[src/rtl/inst_mem.sv]
// Run-time loadable instruction memory: a sequential load port fills the array,
// and the fetch port returns one registered word per accepted request.
module inst_mem #(
  parameter int unsigned       ADDR_W = 8,
  parameter int unsigned       DATA_W = 8,
  parameter int unsigned       DEPTH  = 256,
  parameter logic [DATA_W-1:0] FILL   = {DATA_W{1'b1}}
) (
  input  logic              clk_i,
  input  logic              reset_i,
  input  logic              req_i,
  input  logic [ADDR_W-1:0] address_i,
  output logic [DATA_W-1:0] data_o,
  output logic              valid_o,
  output logic              oob_o,
  input  logic              load_en_i,
  input  logic              load_valid_i,
  input  logic [DATA_W-1:0] load_data_i,
  output logic              load_ready_o,
  output logic [ADDR_W:0]   length_o,
  output logic [DATA_W-1:0] sum_o,
  output logic              busy_o
);

  localparam int unsigned     IDX_W   = (DEPTH > 1) ? $clog2(DEPTH) : 1;
  localparam logic [ADDR_W:0] DEPTH_L = (ADDR_W + 1)'(DEPTH);

  typedef enum logic [1:0] {
    S_EMPTY,
    S_LOADING,
    S_READY
  } state_e;

  state_e            state_q, state_d;
  logic [ADDR_W:0]   ptr_q, ptr_d;
  logic [ADDR_W:0]   len_q, len_d;
  logic [DATA_W-1:0] sum_q, sum_d;
  logic [DATA_W-1:0] data_q, data_d;
  logic              valid_q, valid_d;
  logic              oob_q, oob_d;

  logic [DATA_W-1:0] mem [DEPTH];

  logic ready_w;
  logic accept_w;
  logic fetch_w;
  logic in_range_w;

  // A fetch coinciding with the start of a load is dropped: the load wins.
  always_comb begin
    ready_w    = (state_q == S_LOADING) && (ptr_q < DEPTH_L);
    accept_w   = load_valid_i && ready_w;
    fetch_w    = req_i && !load_en_i && (state_q != S_LOADING);
    in_range_w = {1'b0, address_i} < len_q;
  end

  always_comb begin
    state_d = state_q;
    ptr_d   = ptr_q;
    len_d   = len_q;
    sum_d   = sum_q;
    data_d  = data_q;
    valid_d = 1'b0;
    oob_d   = oob_q;

    unique case (state_q)
      S_EMPTY, S_READY: begin
        if (load_en_i) begin
          state_d = S_LOADING;
          ptr_d   = '0;
          sum_d   = '0;
          len_d   = '0;
        end
      end
      S_LOADING: begin
        if (accept_w) begin
          ptr_d = ptr_q + 1'b1;
          sum_d = sum_q + load_data_i;
        end
        if (!load_en_i) begin
          state_d = S_READY;
          len_d   = ptr_q;
        end
      end
      default: state_d = S_EMPTY;
    endcase

    if (fetch_w) begin
      valid_d = 1'b1;
      oob_d   = !in_range_w;
      data_d  = in_range_w ? mem[address_i[IDX_W-1:0]] : FILL;
    end
  end

  always_ff @(posedge clk_i or posedge reset_i) begin
    if (reset_i) begin
      state_q <= S_EMPTY;
      ptr_q   <= '0;
      len_q   <= '0;
      sum_q   <= '0;
      data_q  <= FILL;
      valid_q <= 1'b0;
      oob_q   <= 1'b0;
    end else begin
      state_q <= state_d;
      ptr_q   <= ptr_d;
      len_q   <= len_d;
      sum_q   <= sum_d;
      data_q  <= data_d;
      valid_q <= valid_d;
      oob_q   <= oob_d;
    end
  end

  // Array contents deliberately survive reset; length_o gates visibility.
  always_ff @(posedge clk_i) begin
    if (accept_w) begin
      mem[ptr_q[IDX_W-1:0]] <= load_data_i;
    end
  end

  assign data_o       = data_q;
  assign valid_o      = valid_q;
  assign oob_o        = oob_q;
  assign load_ready_o = ready_w;
  assign length_o     = len_q;
  assign sum_o        = sum_q;
  assign busy_o       = (state_q == S_LOADING);

endmodule
[config.mk]
export PLATFORM = sky130hd
export DESIGN_NAME = inst_mem
export DESIGN_NICKNAME = d
export VERILOG_FILES = /design/src/rtl/inst_mem.sv
export SDC_FILE = /design/constraint.sdc
export NUM_CORES = 2
export LEC_CHECK = 0
export ABC_CLOCK_PERIOD_IN_PS = 2400
export CAP_MARGIN = 0
export CORE_UTILIZATION = 27
export DETAILED_ROUTE_END_ITERATION = 12
export GPL_ROUTABILITY_DRIVEN = 0
export GPL_TIMING_DRIVEN = 0
export PLACE_DENSITY = 0.43
export REMOVE_ABC_BUFFERS = 1
export SYNTH_ARGS = -nofsm -noshare
export SYNTH_HDL_FRONTEND = slang
export SYNTH_SLANG_ARGS = --single-unit
[constraint.sdc]
create_clock -name clk_i -period 2.4 [get_ports clk_i]
set_input_delay 0.36 -clock clk_i [delete_from_list [all_inputs] [get_ports clk_i]]
set_output_delay 0.36 -clock clk_i [all_outputs]
set_load 0.005 [all_outputs]
# == Word-level counts from Yosys, hierarchy flattened ==
# Memory sizes are Yosys's and may differ from the RTL's.
# Index checks and enable logic that the tools add are counted.
# Widths: inputs -> output; s select.
# word_totals
reg_bits,38
ram_bits,2048
inputBits,21
output_inout_bits,29
word_cells,45
n_memories,1
# memory_table
memory,depth,word_bits,rd,rd_ports_with_merged_regs,wr,line_no,rtl
mem,256,8,1,0,1,42,logic [DATA_W-1:0] mem [DEPTH];
# classes
n_addsub,2
order_cmp,2
eq_ne,6
muxes,15
reduce_logical,12
# ops
cell,n
$pmux 9 s2,2
$mux 9,3
$mux 8,3
$pmux 8 s2,1
$add 9x1->9 const B,1
$lt 8x9->1,1
$lt 9x9->1 const B,1
$add 8x8->8,1
$reduce_and 3->1,2
$logic_and 1x1->1,4
$mux 2,2
$ne 2x1->1 const B,2
$ne 2x2->1 const B,2
$pmux 2 s2,1
$mux 1,3
$eq 2x1->1 const B,1
$eq 2x2->1 const B,1
$logic_not 1->1,2
$logic_not 2->1,1
$reduce_and 2->1,1
$reduce_bool 2->1,1
$reduce_or 2->1,1

# == Depth between registers and ports, before layout ==
# depth
word_depth,5
mapped_depth,12
ltp_nobuf,9

# == Worst setup path before layout ==
# OpenSTA, ideal clock, no wires.
# synth_path
path_kind,in2reg
startpoint,input address_i[1]
endpoint,"register data_q[2], in the netlist data_o[2]"
setup_time_ns,0.083
arrival_time_ns,2.660
required_ns,2.317
path_slack_ns,-0.344
cell_stages,9
path_buffers,4
cell_sequence,buf_2 > buf_4 > buf_2 > buf_1 > mux4_2 > a221oi_2 > o221ai_1 > a211o_1 > o32a_1
# synth_between
elab_chain_cells,2
elab_cells_between_ends,3
classes_between,order compare: 1; mux: 1; memory: 1
# synth_rtl
element,line_no,rtl
"start, declared",12,"input logic [ADDR_W-1:0] address_i,"
$mem_v2 256x8 or $lt 8x9->1 (tied branches),--,
$mux 8 (*),91,data_d = in_range_w ? mem[address_i[IDX_W-1:0]] : FILL;
"end signal, assigned",109,data_q <= data_d;
"end, declared",38,"logic [DATA_W-1:0] data_q, data_d;"
# Mark *: on every way between the ends. The rest lies on a longest branch, timed or not.
# A chain may end at the register's enable or synchronous reset.

# == Final worst setup path ==
# layout_path
startpoint,input address_i[4]
endpoint,"register data_q[3], in the netlist data_o[3]"
# Same word-level chain as after synthesis.

==> results by group <==
CTS
  • Clock Latency Late Sink: 0.88 ns
  • CTS Buf Count: 218
  • Clock transition at path regs: 0.06 ns
  • CTS tree: done
  • H-tree levels: 4
  • Clk sink count: 2086
  • CTS root buffer: clkbuf_16
  • Max clock buf depth: 3

Min path
  • Hold EP: mem[36][1]
  • HP Start: load_data_i[1]
  • Hold Path Class: input pin to flip-flop
  • Hold path depth: 2

Layout
  • FILL cells: 27500
  • Post-route cell area: 102000 um2
  • Layout cells sized above 1: 0.373
  • Final core utilization: 0.344
  • Area growth from synthesis to layout: 27.0%
  • Final Instance Count excl. Fillers: 8375
  • # nets final: 4294

STA
  • RSZ-0062 raised after global routing: true
  • Worst slew pin tran: 1.01 ns
  • Slew Limit Fails: 0
  • Fmax: 395 MHz
  • Endpoints failing setup: 281
  • Clock period minus final worst setup slack: 2.53 ns
  • Slew headroom: 0.324
  • Worst Slack Setup Final: -0.134 ns
  • Final Hold Viols: 0
  • Fin crit share: 1.06
  • Clock skew after layout: 0.0645 ns

Critical path
  • Worst Path Required: 3.23 ns
  • WP data arrival: 3.36 ns
  • Worst setup path category: input pin to flip-flop
  • RR Endpoint: mem[88][7]
  • CP startpoint kind: input pin
  • Largest fanout on the critical path: 39
  • Crit end category: flip-flop
  • Worst R2R Setup Slack: -0.11 ns
  • Reg2Reg Depth: 5
  • Reg-to-reg critical path startpoint: ptr_q[0]

Placed design
  • Post-Place Cell Area: 86300 um2
  • Placed Cells: 7596
  • Buffers on Ports: 49
  • Post-DP HPWL: 136000 um

Status
  • Failing checks: setup timing
  • Status: finished, violations left

Yosys
  • Post-Syn Area: 80400 um2
  • Ys Warns: 0
  • Average size of a mapped cell: 21.3 um2
  • Ys async rst share: 0.0182
  • Yosys cell types: 55
  • Seq/Total Area, Yosys: 0.777
  • Yosys reg bits: 2086
  • Ys flop type: edfxtp_1
  • Number of synthesized flops with an enable pin: 2048
  • Post-Synthesis Cells: 3768

Global route
  • GR peak layer: met2
  • Grt ovf: 0
  • Met3 GRT Util: 0.0192
  • Largest net degree at the start of global routing: 131
  • Met2 GRT Util: 0.264
  • Met1 Use GR: 0.212
  • Vias in the first global route: 41300
  • Initial antenna violation count: 5
  • Total Routing Usage GR: 0.155
  • First-pass GRT wire length: 328000 um

Route
  • WL final: 239000 um
  • Via/cell ratio: 4.78
  • Vias: 40100
  • # DRC: 0
  • Antenna viol nets, final: 0
  • Drt wl/cell: 28.6 um
  • Initial DRC Count: 3149
  • TritonRoute pass-1 iters: 5

Floorplanning
  • Initial core utilization: 0.271
  • Core area: 297000 um2
  • Io pins: 50
  • Die ar.: 300000 um2
  • Die Y: 548 um
  • Width of the chip: 548 um
  • # rows: 200

Pwr
  • Leak: 0.0313 uW
  • P per Cell Area: 769 nW/um2
  • VDD IR max: 0.879 mV
  • PnR Total Power: 78500 uW

Job
  • MaxCap Viol Count: 0
-- cells in the final DEF, fill, tap and decap left out, types with 17 or more instances in the layout --
cell,n
edfxtp_1,2048
mux4_2,473
nor2_4,261
clkbuf_16,226
buf_12,179
buf_4,169
o22ai_1,110
mux2i_1,109
clkinv_1,69
buf_16,53
nand2_1,39
clkbuf_1,36
a22o_1,35
o21ai_0,33
clkinv_2,30
o221ai_1,29
a21oi_1,26
dfrtp_1,26
clkdlybuf4s50_1,22
o22ai_2,21
nor2_1,20
a22oi_1,17
ha_1,17
-- metal layers --
layer	routed length, um	vias to the layer above
li1	-	16900
met1	104000	22000
met2	120000	863
met3	9830	264
met4	4670	0
met5	0	-
-- sequential cells by signal (all words and copies together), names as in the netlist --
| register | flops |
|---|---|
| data_o | 8 |
| length_o | 9 |
| mem | 2048 |
| oob_o | 1 |
| ptr_q | 9 |
| state_q | 2 |
| sum_o | 8 |
| valid_o | 1 |
-- power by group --
part	internal [uW]	switching [uW]	leakage, uW	total, uW
Combinational	1960	3360	0.00911	5320
Clock	18500	14500	0.00334	32900
Sequential	40100	142	0.0189	40300
Total	60500	18000	0.0313	78500
-- cells in the mapped netlist, types with 15 or more instances --
cell | instances | area [um2]
dfrtp_1 | 30 | 751
a211oi_1 | 21 | 158
a221oi_1 | 17 | 149
mux4_2 | 473 | 10700
a22o_1 | 37 | 324
ha_1 | 18 | 225
inv_1 | 15 | 56.3
a21oi_1 | 27 | 135
mux2i_1 | 112 | 1120
a22oi_1 | 20 | 150
clkbuf_1 | 108 | 405
buf_2 | 46 | 230
o21ai_0 | 33 | 165
buf_4 | 22 | 165
nand2_1 | 72 | 270
edfxtp_1 | 2048 | 61500
buf_6 | 22 | 248
nand3_1 | 25 | 125
o221ai_1 | 38 | 333
nor2_1 | 282 | 1060
o22ai_1 | 131 | 820
buf_1 | 22 | 82.6
nor4_1 | 16 | 100
or4_1 | 15 | 113
-- timing repair --
item / in CTS / in global routing
hold buffers: 20 / 0
gates cloned: 24 / 10
resized for setup: 742 / 64
hold endpoints to repair: 297 / 0
pin swaps: 128 / 106
setup endpoints to repair: 2070 / 1668
buffers inserted: 194 / 130
-- logic make-up (layout without fill, tap and decap cells) --
| kind of cell | count (synthesis) | after routing | synth area share |
|---|---|---|---|
| flops | 2086 | 2086 | 0.777 |
| mux | 585 | 585 | 0.146 |
| simple gates | 472 | 478 | 0.0257 |
| compound gates | 363 | 363 | 0.0325 |
| buf+inv | 235 | 894 | 0.0148 |
| fa+ha+maj | 19 | 19 | 0.00305 |
| xor+xnor | 8 | 8 | 0.000871 |
| other cells | 0 | 3 | 0 |
-- layout make-up --
class / count / area (um2) / area share
Timing Repair Buffer: 480 / 7540 / 0.0738
Antenna cell: 3 / 7.51 / 0.0000735
Clock buffer: 260 / 5680 / 0.0557
Clock inverter: 139 / 1220 / 0.0119
Inverter: 15 / 60.1 / 0.000588
Tap cell: 3939 / 4930 / 0.0483
Sequential cell: 2086 / 62500 / 0.612
Multi-Input combinational cell: 1453 / 20200 / 0.198
-- worst max-delay path by stage --
| stage | startpoint | to | slack [ns] | cells after the start |
|---|---|---|---|---|
| 2_1_floorplan | address_i[2] | data_o[2] | -1.40 | 7 |
| 3_3_place_gp | address_i[0] | data_o[3] | -45.32 | 7 |
| 3_5_place_dp | address_i[6] | data_o[5] | -3.56 | 8 |
| 4_1_cts | ptr_q[3] | mem[83][0] | -0.14 | 4 |
| 5_1_grt | ptr_q[0] | mem[88][0] | -0.20 | 5 |
| 6_report | address_i[4] | data_o[3] | -0.13 | 10 |
-- critical path, stage by stage --
cell,delay [ns]
buf_12,0.19
nor2b_4,0.22
buf_12,0.15
buf_12,0.17
nand2_8,0.26
o22ai_1,0.21
or4_4,0.61
nor4_4,0.54
a211o_1,0.27
o32a_1,0.17
-- through the flow --
stage | setup slack, ns | hold slack (ns) | TNS (ns)
finish | -0.134 | 0.0711 | -12.65
global route | -0.205 | 0.0451 | -38.26
floorplan | -1.40 | 0.423 | -118.84
CTS | -0.141 | 0.00111 | -39.89
global placement | -45.32 | 0.482 | -
detailed placement | -3.56 | 0.484 | -3782.14
(Power assumes the default switching activity.)
